===== config.mk =====
export PLATFORM = sky130hd
export DESIGN_NAME = coherence_line_ctrl
export DESIGN_NICKNAME = d
export VERILOG_FILES = /design/src/rtl/coherence_line_ctrl.sv
export SDC_FILE = /design/constraint.sdc
export NUM_CORES = 1
export LEC_CHECK = 0
export BUFFER_PORTS_ARGS = -buffer_cell sky130_fd_sc_hd__buf_2
export CAP_MARGIN = 25
export CORE_MARGIN = 3
export CORE_UTILIZATION = 40
export DETAILED_ROUTE_END_ITERATION = 7
export PLACE_DENSITY = 0.57
export SYNTH_ARGS = -nofsm -noshare
export SYNTH_HDL_FRONTEND = slang
export SYNTH_SLANG_ARGS = --single-unit

===== constraint.sdc =====
create_clock -name clk -period 6.8 [get_ports clk]
set_input_delay 1.36 -clock clk [delete_from_list [all_inputs] [get_ports clk]]
set_output_delay 1.36 -clock clk [all_outputs]
set_load 0.01 [all_outputs]

===== src/rtl/coherence_line_ctrl.sv =====
// coherence_line_ctrl: per-line MSI/MESI state and tag array with a single-request bus FSM.
// Snoops act on the array every cycle; a local grant update on the same line takes priority.
module coherence_line_ctrl #(
  parameter int INDEX_W = 4,
  parameter int TAG_W = 8,
  parameter int MESI = 0
) (
  input  logic               clk,
  input  logic               rst_n,
  input  logic               cpu_req_valid,
  output logic               cpu_req_ready,
  input  logic               cpu_req_we,
  input  logic [INDEX_W-1:0] cpu_req_index,
  input  logic [TAG_W-1:0]   cpu_req_tag,
  output logic               cpu_done,
  output logic               bus_req_valid,
  output logic [1:0]         bus_req_cmd,
  output logic [INDEX_W-1:0] bus_req_index,
  output logic [TAG_W-1:0]   bus_req_tag,
  input  logic               bus_grant,
  input  logic               bus_shared,
  input  logic               snoop_valid,
  input  logic [1:0]         snoop_cmd,
  input  logic [INDEX_W-1:0] snoop_index,
  input  logic [TAG_W-1:0]   snoop_tag,
  output logic               snoop_flush,
  input  logic [INDEX_W-1:0] dbg_index,
  output logic [1:0]         dbg_state
);
  localparam int N = 1 << INDEX_W;
  typedef enum logic [1:0] {LI = 2'b00, LM = 2'b01, LS = 2'b10, LE = 2'b11} line_t;
  typedef enum logic [2:0] {IDLE, WB, MISS, UPG, DONE} fsm_t;
  fsm_t fsm;
  line_t st [N];
  logic [TAG_W-1:0] tg [N];
  logic r_we;
  logic [INDEX_W-1:0] r_index, lu_idx;
  logic [TAG_W-1:0] r_tag;
  line_t req_st, sn_st, lu_st;
  logic acc, req_hit, grant, lu_en, lu_tag, sn_hit, sn_rd, sn_inv, sn_act, flush_n, upg_lost;
  assign cpu_req_ready = fsm == IDLE;
  assign dbg_state = st[dbg_index];
  always_comb begin
    acc = cpu_req_valid && fsm == IDLE;
    req_st = st[cpu_req_index];
    req_hit = req_st != LI && tg[cpu_req_index] == cpu_req_tag;
    grant = bus_req_valid && bus_grant;
    lu_en = (acc && req_hit && cpu_req_we && req_st == LE) || (grant && (fsm == UPG || fsm == MISS));
    lu_idx = acc ? cpu_req_index : r_index;
    lu_st = (fsm == MISS && !r_we) ? ((MESI != 0 && !bus_shared) ? LE : LS) : LM;
    lu_tag = grant && fsm == MISS;
    sn_st = st[snoop_index];
    sn_hit = snoop_valid && sn_st != LI && tg[snoop_index] == snoop_tag;
    sn_rd = snoop_cmd == 2'b10;
    sn_inv = !snoop_cmd[1];
    sn_act = sn_hit && (sn_rd || sn_inv) && !(lu_en && snoop_index == lu_idx);
    flush_n = sn_act && sn_st == LM;
    // The S copy we meant to upgrade is gone (snooped now or at acceptance): fetch it instead.
    upg_lost = fsm == UPG && !grant &&
               ((sn_act && sn_inv && snoop_index == r_index) || st[r_index] == LI || tg[r_index] != r_tag);
  end
  always_ff @(posedge clk or negedge rst_n)
    if (!rst_n) begin
      for (int i = 0; i < N; i++) begin
        st[i] <= LI;
        tg[i] <= '0;
      end
    end else begin
      if (sn_act) st[snoop_index] <= sn_rd ? LS : LI;
      if (lu_en) st[lu_idx] <= lu_st;
      if (lu_tag) tg[lu_idx] <= r_tag;
    end
  always_ff @(posedge clk or negedge rst_n)
    if (!rst_n) begin
      fsm <= IDLE;
      r_we <= 1'b0;
      r_index <= '0;
      r_tag <= '0;
      cpu_done <= 1'b0;
      snoop_flush <= 1'b0;
      bus_req_valid <= 1'b0;
      bus_req_cmd <= 2'b00;
      bus_req_index <= '0;
      bus_req_tag <= '0;
    end else begin
      snoop_flush <= flush_n;
      cpu_done <= 1'b0;
      case (fsm)
        IDLE: if (acc) begin
          r_we <= cpu_req_we;
          r_index <= cpu_req_index;
          r_tag <= cpu_req_tag;
          fsm <= req_hit ? ((cpu_req_we && req_st == LS) ? UPG : DONE) : (req_st == LM ? WB : MISS);
          cpu_done <= req_hit && !(cpu_req_we && req_st == LS);
        end
        WB: if (!bus_req_valid) begin
          bus_req_valid <= 1'b1;
          bus_req_cmd <= 2'b11;
          bus_req_index <= r_index;
          bus_req_tag <= tg[r_index];
        end else if (bus_grant) begin
          bus_req_valid <= 1'b0;
          fsm <= MISS;
        end
        MISS: if (!bus_req_valid) begin
          bus_req_valid <= 1'b1;
          bus_req_cmd <= r_we ? 2'b01 : 2'b10;
          bus_req_index <= r_index;
          bus_req_tag <= r_tag;
        end else if (bus_grant) begin
          bus_req_valid <= 1'b0;
          fsm <= DONE;
          cpu_done <= 1'b1;
        end
        UPG: if (upg_lost) begin
          fsm <= MISS;
          bus_req_cmd <= 2'b01;
        end else if (!bus_req_valid) begin
          bus_req_valid <= 1'b1;
          bus_req_cmd <= 2'b00;
          bus_req_index <= r_index;
          bus_req_tag <= r_tag;
        end else if (bus_grant) begin
          bus_req_valid <= 1'b0;
          fsm <= DONE;
          cpu_done <= 1'b1;
        end
        DONE: fsm <= IDLE;
        default: fsm <= IDLE;
      endcase
    end
endmodule

# After elaboration in Yosys (flattened, before gate mapping)
# Cells that the tools add are included.
totals:
  register_bits: 193
  output_inout_bits: 20
  in_bits: 37
classes:
  n_bitwise: 5
  reduce_logical: 45
  n_eq_ne: 20
  n_mux: 67
  order_cmp: 7
op_table:
  columns: ["op", "count"]
  rows:
  - ["bitwise mux 128 bit", 1]
  - ["binary-select mux 8 bit (select 4 bit)", 3]
  - ["2-to-1 mux 8 bit", 10]
  - ["bitwise mux 32 bit", 2]
  - ["2-to-1 mux 32 bit", 2]
  - ["2-to-1 mux 2 bit", 18]
  - ["binary-select mux 2 bit (select 4 bit)", 4]
  - ["demux 8 bit (select 4 bit)", 1]
  - [">= comparator 5 bit, second input constant", 5]
  - ["NOT 4 -> 5 bit", 5]
  - ["2-to-1 mux 3 bit", 8]
  - ["case mux 8 bit (3 select lines)", 1]
  - ["logical AND 1 bit", 23]
  - ["demux 2 bit (select 4 bit)", 2]
  - ["equality test 8 bit", 2]
  - ["2-to-1 mux 4 bit", 3]
  - ["case mux 3 bit (4 select lines)", 1]
  - ["less-than comparator 5 x 1 -> 1 bit, second input constant", 2]
  - ["!= test 2 bit, second input constant", 5]
  - ["equality test 4 bit", 2]
  - ["!= test 8 bit", 1]
  - ["case mux 4 bit (2 select lines)", 1]
  - ["2-to-1 mux 1 bit", 7]
  - ["equality test 2 bit, second input constant", 3]
  - ["18 further kinds", 32]

# Logic depth before layout (Yosys ltp)
# Gate-level depths: netlist (run 1).
depth:
  word_depth: 20
  ltp_mapped: 15

# Worst setup path before layout (run 1)
# OpenSTA, ideal clock, no wires.
synth_timing:
  kind: "input -> register"
  from: "input snoop_index[0]"
  to: "register bus_req_index[1]"
  setup_time_ps: 125
  required_ps: 6675
  t_arrival_ps: 4487
  path_stages: 13
  setup_slack_ps: 2189
  n_path_buf: 4
  path_cell_list: "buf_6 > buf_12 > buf_12 > mux4_2 > mux2i_1 > xor2_1 > a21oi_1 > a2111o_1 > a2111o_1 > o31a_1 > o21ai_2 > buf_4 > mux2_2"
synth_between:
  elab_chain_cells: 16
synth_rtl:
  columns: ["item", "line", "text"]
  rows:
  - ["start, declared", "24", "input logic [INDEX_W-1:0] snoop_index,"]
  - ["branches (longest 10 deep; another with binary-select mux 8 bit (select 4 bit))", null, null]
  - ["logical AND 1 bit *", "60", "((sn_act && sn_inv && snoop_index == r_index) || st[r_index] == LI || tg[r_index] != r_tag);"]
  - ["logical OR 1 bit * (2 in series)", "60", null]
  - ["logical AND 1 bit *", "59", "upg_lost = fsm == UPG && !grant &&"]
  - ["!= test 2 bit (no line) *", null, null]
  - ["AND reduction 2 bit (no line) *", null, null]
  - ["end signal, assigned", "99", "bus_req_index <= r_index;"]
  - ["end signal, assigned", "108", "bus_req_index <= r_index;"]
  - ["end signal, assigned", "121", "bus_req_index <= r_index;"]
  - ["end, declared", "18", "output logic [INDEX_W-1:0] bus_req_index,"]
# Every way passes the cells marked *. The select of a mux whose other input is x is not followed.
# A chain may end at the register's enable or synchronous reset.

# Final worst setup path (run 1)
layout_timing:
  from: "input snoop_index[0]"
  to: "register bus_req_tag[1]"
layout_between:
  elab_chain_cells: 16
layout_rtl:
  columns: ["item", "line", "text"]
  rows:
  - ["branches (longest 10 deep; another with binary-select mux 8 bit (select 4 bit))", null, null]
  - ["logical AND 1 bit *", "60", null]
  - ["logical OR 1 bit * (2 in series)", "60", null]
  - ["logical AND 1 bit *", "59", null]
  - ["!= test 2 bit (no line) *", null, null]
  - ["AND reduction 3 bit (no line) *", null, null]
  - ["end signal, assigned", "100", "bus_req_tag <= tg[r_index];"]
  - ["end signal, assigned", "109", "bus_req_tag <= r_tag;"]
  - ["end signal, assigned", "122", "bus_req_tag <= r_tag;"]
  - ["end, declared", "19", "output logic [TAG_W-1:0] bus_req_tag,"]
# Marked as above.

==> reports/results.txt, run 1 <==
CTS Hold Buffers Added: 0
Mapped Area: 12790 um2
count of cell types in the netlist: 67
launching point of the worst reg2reg path: fsm[0]
worst endpoint data arrival time: 5.65 ns
Syn Inst Count: 1040
clk buf depth: 2
Mapped Avg Cell Area: 12.30 um2
number of port buffers: 55
VDD IR max: 0.2119 mV
multi-input logic area: 7515 um2
Synth area leader: dfrtp_1
H-tree depth: 4
ANT cells: 0
final core occ: 0.4498
post-cts sizing count: 0
# clock sinks: 193
Die Area: 34160 um2
register area: 4832 um2
worst setup path startpoint: snoop_index[0]
FMAX: 0.1881 GHz
HP Class: flop to flop
FP Rows: 64
total number of vias: 9519
clock slew at reported path FFs: 0.08 ns
fraction of layout cells with a size suffix above 1: 0.3800
worst-path fanout max: 43
Worst Path Required: 7.14 ns
CTS tree: yes
Final min period: 5.317 ns
Max Used Layer: met4
GPL Wtd Cong: 0.9193
Final nets: 1095
synth top area cells: dfrtp_1, mux4_2, mux2_2, mux2i_1, nand2_1
setup TNS: 0 ns
clock skew: 0.01711 ns
CP Capture Type: flop
Seq cells post-synth: 193
commonest non-fill, non-tap cell in the layout: dfrtp_1
worst-skew pair later-pin latency: 0.46 ns
GRT Resource Usage Total: 0.2422
DRC errors left: 0
WL final: 40350 um
commonest non-fill, non-tap cells in the layout: dfrtp_1, mux2_2, mux4_2
first-pass GRT wire length: 61580 um
crit share post-route: 0.7820
TritonCTS Buffers: 17
crit path cell chain: buf_4, buf_4, mux4_2, mux2i_1, xnor2_1, a2111oi_0, a41oi_1, a2111o_1, o31a_1, o21ai_2, buf_4, mux2_2
wire length per cell: 27.51 um
Setup violations, final: 0
Slew Viols, Final: 0
EDFF count, synth: 0
R2R Setup Slk: 2.53 ns
post-synth top area share: 0.3776
Slowest cell on crit path: buf_4
ys async rst share: 1.000
maxcap violations: 0
syn_nets: 1077
Worst setup endpoint: bus_req_tag[1]
DRT iter0 DRCs: 1013
ANT nets after route: 0
wire length on met2: 19140 um
Yosys warning count: 0
Fillers: 2894
r2r worst-path depth: 9
sequential share of the synthesized area: 0.3776
WL met1: 17070 um
Die Y: 184.8 um
Leak Pwr: 0.006014 uW
Initial Utilization: 0.4116
vias per cell: 6.489
postcts setup bufs: 0
Hold Fails Final Rpt: 0
max_slew headroom: 0.3334
capturing point of the worst reg2reg path: bus_req_tag[1]
Worst-Margin Slew: 0.9922 ns
Hold Slack: 0.5042 ns
crit start category: primary input
number of global-route vias before repair: 9426
hpwl dp: 27760 um
initial antenna violation count: 0
Post-Place Cell Area: 13390 um2
CP most frequent cell: buf_4
DR pass1 iterations: 7
RSZ-0062 raised after global routing: no
CP peak stage delay: 0.58 ns
Worst Path Class, Setup: primary input to flop
Clock Tree Root: clkbuf_16
pin count of the biggest net entering global routing: 80
met3 wire length: 2631 um
total grt overflow: 0
commonest register cell after synthesis: dfrtp_1
synth-to-layout area growth: 9.274%
status: completed
die width: 184.8 um
Core ar.: 31070 um2
I/O pin count: 57
PwrDens: 392.6 nW/um2
fin area: 13980 um2
## state kept, by name (all words and copies together) (netlist names)
signal and count:
st 32, r_index 4, cpu_done 1, r_we 1, snoop_flush 1, tg 128, fsm 3, bus_req_tag 8
bus_req_cmd 2, bus_req_valid 1, bus_req_index 4, r_tag 8
## cells in the mapped netlist (all sizes together), types with 5 or more instances
cell and count:
dfrtp 193, mux2 168, mux4 112, nand2 84, mux2i 49, clkbuf 48, nor2 38, buf 37
xnor2 27, o21ai 25, nor3 22, nand2b 21, o211ai 20, o22ai 19, inv 14, a31oi 11
or4 11, xor2 11, a21oi 10, nor2b 10, o31ai 8, nand3 7, nor4 7, or3 7
a211oi 6, o311ai 6, o31a 6, or2 6, o21a 5
## per-layer routing
layer,GRT usage,vias up
met1,0.3362,4938
met4,0.09814,0
li1,-,4067
met3,0.03888,89
met2,0.3821,425
met5,0,-
## logic make-up after synthesis
logic type | Yosys count | share of synthesized area
AOI/OAI and AO/OA | 151 | 0.08413
xor gates and xnor gates | 38 | 0.02602
buffers and inverters | 99 | 0.03659
DFF | 193 | 0.3776
muxes | 329 | 0.3861
and+or+nand+nor | 230 | 0.08951
## final cells by class
class                      count  share of cell area
clock buffer                  18             0.03142
clock inverter                14            0.008684
inverter                      14            0.003760
multi-input combinational    748              0.5377
sequential                   193              0.3457
tap                          396             0.03545
timing repair buffer          84             0.03724
## how the worst min path moves through the flow
| stage | start | endpoint | slack, ns | cells after the start |
|---|---|---|---|---|
| 5_1_grt | bus_req_index[2] | bus_req_index[2] | 0.52 | 1 |
| 4_1_cts | bus_req_tag[4] | bus_req_tag[4] | 0.51 | 1 |
| 2_1_floorplan | r_we | r_we | 0.48 | 2 |
| 3_5_place_dp | bus_req_tag[4] | bus_req_tag[4] | 0.49 | 1 |
| 3_3_place_gp | bus_req_tag[5] | bus_req_tag[5] | 0.49 | 1 |
| 6_report | bus_req_index[3] | bus_req_index[3] | 0.50 | 1 |
## metrics by stage
stage,worst slack (ns),cells,power (uW)
3_3_place_gp,1.148,1432,4423
6_report,1.483,1467,5487
3_5_place_dp,1.047,1433,4466
4_1_cts,1.501,1465,5460
2_1_floorplan,2.189,1040,3694
5_1_grt,1.322,1467,5799
## worst max-delay path: cells and delay by family
kind	cells	cell delay (ns)
multiplexers	3	1.06
buffers and inverters	3	1.25
XOR/XNOR	1	0.09
AO/OA/AOI/OAI	5	1.82
## power breakdown
| part | total [uW] | leakage (uW) | switching, uW | internal [uW] |
|---|---|---|---|---|
| sequential | 2130 | 0.00256 | 586 | 1550 |
| combinational | 2360 | 0.00317 | 1140 | 1220 |
| clock | 994 | 0.000277 | 502 | 492 |
Note: power is estimated with default switching activity, not from simulation.
==> run 2, diff against run 1 <==
- ABC_AREA: not set -> 1
- clock period: 6.8 -> 5.14 ns (I/O delays scaled with it)
==> reports/results.txt, run 2 <==
maxcap violations: 0
max_slew headroom: 0.3488
commonest register cell after synthesis: dfrtp_1
Post-Place Cell Area: 13690 um2
most frequent cells after synthesis: nand2_1, o21ai_0, dfrtp_1
Fillers: 3434
Seq cells post-synth: 193
commonest non-fill, non-tap cells in the layout: nand2_1, o21ai_0, dfrtp_1
clk buf depth: 2
synth top area cells: dfrtp_1, nand2_1, o21ai_0, nand3_1, inv_1
Clock Tree Root: clkbuf_16
Final nets: 1999
vias per cell: 5.604
Pint: 3797 uW
Setup violations, final: 0
Leak Pwr: 0.006656 uW
clock skew: 0.01790 ns
largest register by flop count: tg
RSZ-0062 raised after global routing: no
pin count of the biggest net entering global routing: 133
initial antenna violation count: 0
net switching power: 3625 uW
CP Capture Type: flop
Slew Viols, Final: 0
FP Rows: 65
capturing point of the worst reg2reg path: bus_req_tag[2]
TritonCTS Buffers: 17
wire length per cell: 19.73 um
Worst Path Class, Setup: primary input to flop
DRC errors left: 0
post-synth top area share: 0.3658
Mapped Avg Cell Area: 6.651 um2
status: completed
WL final: 47540 um
Die Y: 187.7 um
Comb pwr share: 0.460
Mapped Area: 13200 um2
number of global-route vias before repair: 12900
worst-path fanout max: 27
fin area: 14350 um2
GPL Wtd Cong: 0.9270
CTS tree: yes
postcts setup bufs: 0
HP Class: primary input to asynchronous set/reset pin
total grt overflow: 0
R2R Setup Slk: 1.32 ns
Reg power frac: 0.350
VDD IR max: 0.2864 mV
GRT Resource Usage Total: 0.2684
first-pass GRT wire length: 74040 um
total number of vias: 13510
Worst-Margin Slew: 0.9758 ns
DRT iter0 DRCs: 1139
post-cts sizing count: 0
ys async rst share: 1.000
# clock sinks: 193
Worst Path Required: 5.49 ns
synth-to-layout area growth: 8.681%
launching point of the worst reg2reg path: r_index[0]
commonest non-fill, non-tap cell in the layout: nand2_1
CTS Hold Buffers Added: 0
Initial Utilization: 0.4120
crit start category: primary input
EDFF count, synth: 0
die width: 187.7 um
crit share post-route: 0.7966
ANT nets after route: 0
DR pass1 iterations: 6
H-tree depth: 4
fraction of layout cells with a size suffix above 1: 0.07949
count of cell types in the netlist: 47
Clk pwr share: 0.190
Core ar.: 32040 um2
pre-CTS setup slack: 0.6963 ns
syn_nets: 2022
PwrDens: 517.2 nW/um2
worst-skew pair later-pin latency: 0.46 ns
worst endpoint data arrival time: 4.45 ns
r2r worst-path depth: 16
Syn Inst Count: 1985
final setup margin: 1.046 ns
Synth area leader: dfrtp_1
sequential share of the synthesized area: 0.3658
hpwl dp: 32470 um
max reg flops: 128
Die Area: 35220 um2
Yosys warning count: 0
FMAX: 0.2442 GHz
setup TNS: 0 ns
I/O pin count: 57
ANT cells: 0
count leader, synth: nand2_1
number of port buffers: 55
Switching Share: 0.4884
Final min period: 4.094 ns
Hold Fails Final Rpt: 0
biggest regs: tg x128, st x32
clock slew at reported path FFs: 0.09 ns
==> run 2: changes by cell type after synthesis, sizes merged, moves of 43 or more <==
cell,previous run,this run
a21oi,10,84
a22oi,3,46
inv,14,179
mux2,168,1
mux2i,49,0
mux4,112,0
nand2,84,610
nand3,7,163
nor2,38,119
o21ai,25,330
==> run 2: critical path, cell delays in order <==
cell      delay, ns
buf_2          0.21
nand2_1        0.11
inv_2          0.58
a22oi_1        0.19
nand2_1        0.12
nand2_1        0.06
nand2_1        0.13
nor2_2         0.08
xor2_1         0.37
nand4_1        0.14
nor2_1         0.42
nand3_1        0.24
nand2_1        0.13
nand2_2        0.11
nand3b_4       0.24
inv_2          0.13
nand2_1        0.08
nand2_1        0.05
==> run 2: worst max-delay path by stage <==
stage                     cells after the start             start        endpoint  slack (ns)
after CTS                                    18    snoop_index[0]  bus_req_tag[2]        1.18
after global routing                         18    snoop_index[0]  bus_req_tag[4]        0.94
after detailed placement                     18    snoop_index[0]  bus_req_tag[1]        0.70
after global placement                       19    snoop_index[1]  bus_req_tag[2]        0.76
after floorplan                              20  cpu_req_index[0]  bus_req_tag[1]        2.01
final                                        18    snoop_index[0]  bus_req_tag[2]        1.05
==> run 2: per-layer routing <==
layer  vias to the layer above  part of all wire  global-route usage
met3                       119             0.058             0.03384
met5                         -                 0                   0
met4                         0             0.048              0.1276
met1                      6355              0.42              0.3441
li1                       6534                 -                   -
met2                       497              0.47              0.4504
==> run 2: power by group through the flow <==
stage	clock network, uW	logic [uW]	registers (uW)
after floorplan	0	2450	2420
after global placement	0	3310	2590
after detailed placement	0	3380	2600
after CTS	1430	3390	2580
after global routing	1490	3860	2670
final	1410	3410	2600
==> run 2: through the flow <==
stage                     total power (uW)  utilization  hold WS [ns]  std cells
after CTS                             7401       0.4465        0.4822       2408
after global routing                  8027       0.4478        0.3944       2410
after global placement                5909       0.4273        0.4600       2376
final                                 7422       0.4478        0.4067       2410
after floorplan                       4871            -        0.4530       1985
after detailed placement              5979       0.4273        0.4596       2376
==> run 2: final cells by class <==
type | count | area (um2) | area share
Clock inverter | 15 | 188.9 | 0.01317
Tap cell | 435 | 544.3 | 0.03793
Inverter | 184 | 695.7 | 0.04848
Multi-Input combinational cell | 1482 | 7067 | 0.4925
Sequential cell | 193 | 4835 | 0.3369
Clock buffer | 17 | 425.4 | 0.02965
Timing Repair Buffer | 84 | 593.1 | 0.04133
==> run 2: logic make-up after synthesis <==
group | Yosys count | share of synthesized area
muxes | 1 | 0.0008529
buffers and inverters | 310 | 0.09894
AOI/OAI and AO/OA | 550 | 0.2394
DFF | 193 | 0.3658
xor gates and xnor gates | 14 | 0.009288
and+or+nand+nor | 917 | 0.2857
==> run 3, diff against run 2 <==
- clock period: 5.14 -> 4.1 ns (I/O delays scaled with it)
==> reports/results.txt, run 3 (same netlist as run 2, synthesis figures left out) <==
Die Y: 187.7 um
DRT iter0 DRCs: 1264
CTS Hold Buffers Added: 0
initial antenna violation count: 0
GRT Resource Usage Total: 0.2725
clock slew at reported path FFs: 0.09 ns
Final nets: 2022
VDD IR max: 0.3558 mV
clk buf depth: 2
die width: 187.7 um
max reg flops: 128
Setup violations, final: 0
HP Class: primary input to asynchronous set/reset pin
commonest non-fill, non-tap cells in the layout: nand2_1, o21ai_0, dfrtp_1
first-pass GRT wire length: 75230 um
number of port buffers: 55
R2R Setup Slk: 0.77 ns
worst-path fanout max: 15
maxcap violations: 0
# clock sinks: 193
WL final: 48210 um
pre-CTS setup slack: 0.2792 ns
max_slew headroom: 0.4691
commonest non-fill, non-tap cell in the layout: nand2_1
Final min period: 3.396 ns
CTS tree: yes
met3 usage: 0.03085
final setup margin: 0.7036 ns
number of global-route vias before repair: 12920
TritonCTS Buffers: 17
DRC errors left: 0
synth-to-layout area growth: 10.31%
GPL Wtd Cong: 0.9424
worst setup path startpoint: snoop_index[1]
Post-Place Cell Area: 13930 um2
H-tree depth: 4
total number of vias: 13640
DR pass1 iterations: 6
CP Capture Type: flop
RSZ-0062 raised after global routing: no
launching point of the worst reg2reg path: r_index[1]
GR Util met2: 0.4549
fin area: 14560 um2
I/O pin count: 57
GR Util met1: 0.3541
crit share post-route: 0.8284
clock skew: 0.02045 ns
FP Rows: 65
Die Area: 35220 um2
ANT cells: 0
PwrDens: 650.0 nW/um2
FMAX: 0.2944 GHz
total grt overflow: 0
capturing point of the worst reg2reg path: bus_req_tag[3]
Initial Utilization: 0.4120
Worst Path Class, Setup: primary input to flop
Hold Fails Final Rpt: 0
ANT nets after route: 0
gr busiest metal: met2
biggest regs: tg x128, st x32
Core ar.: 32040 um2
vias per cell: 5.606
post-cts sizing count: 0
r2r worst-path depth: 14
Worst Path Required: 4.50 ns
hpwl dp: 33690 um
worst endpoint data arrival time: 3.80 ns
Leak Pwr: 0.006788 uW
worst-skew pair later-pin latency: 0.47 ns
pin count of the biggest net entering global routing: 93
postcts setup bufs: 0
Fillers: 3439
fraction of layout cells with a size suffix above 1: 0.09009
Slew Viols, Final: 0
wire length per cell: 19.82 um
status: completed
setup TNS: 0 ns
crit start category: primary input
Clock Tree Root: clkbuf_16
Tot Pwr: 9467 uW
Worst-Margin Slew: 0.7963 ns
largest register by flop count: tg
run 3: changes by cell type in the layout (fill, tap and decap cells not counted), sizes merged:
cell and change:
buf +24, clkinv -3, inv +2, bufinv +1, clkbuf -1
run 3: per-stage QoR:
step | hold WS (ns) | cells | utilization
after floorplan | 0.4530 | 1985 | -
after global placement | 0.4603 | 2401 | 0.4348
after detailed placement | 0.4600 | 2401 | 0.4348
after CTS | 0.4091 | 2433 | 0.4545
after global routing | 0.3991 | 2433 | 0.4545
final | 0.3662 | 2433 | 0.4545
run 3: how the worst max path moves through the flow:
stage	end	slack, ns
floorplan	bus_req_tag[1]	1.18
global placement	bus_req_tag[0]	0.29
detailed placement	bus_req_tag[3]	0.28
CTS	bus_req_tag[3]	0.74
global route	bus_req_tag[7]	0.42
finish	bus_req_tag[3]	0.70
run 3: metal layers:
layer	part of all wire	routed length [um]
met4	0.045	2146
met2	0.47	22840
met3	0.058	2779
met1	0.42	20440
met5	0	0
run 3: report_power, final:
group / switching (uW) / total, uW / internal (uW)
Clock: 936 / 1840 / 899
Sequential: 643 / 3210 / 2570
Combinational: 3000 / 4420 / 1430
Total: 4570 / 9470 / 4890
run 3: layout make-up:
type	instances	area (um2)	area share
timing repair buffer	107	789.5	0.05421
clock buffer	17	425.4	0.02921
inverter	184	695.7	0.04777
clock inverter	15	207.7	0.01426
tap	435	544.3	0.03737
multi-input combinational	1482	7067	0.4852
sequential	193	4835	0.3320
run 3: critical path: stages:
cell      delay, ns
buf_2          0.23
inv_1          0.14
nor2_4         0.32
inv_2          0.26
o21ai_0        0.24
o21ai_0        0.10
nand2_1        0.11
nor2_1         0.09
nand2_1        0.11
o21ai_1        0.07
nor2_1         0.11
nand3_1        0.08
nor2_1         0.13
buf_4          0.16
nand3_1        0.13
nand2_1        0.11
nand2_2        0.11
nand3b_4       0.17
buf_4          0.17
nand2_1        0.06
nand2_1        0.06
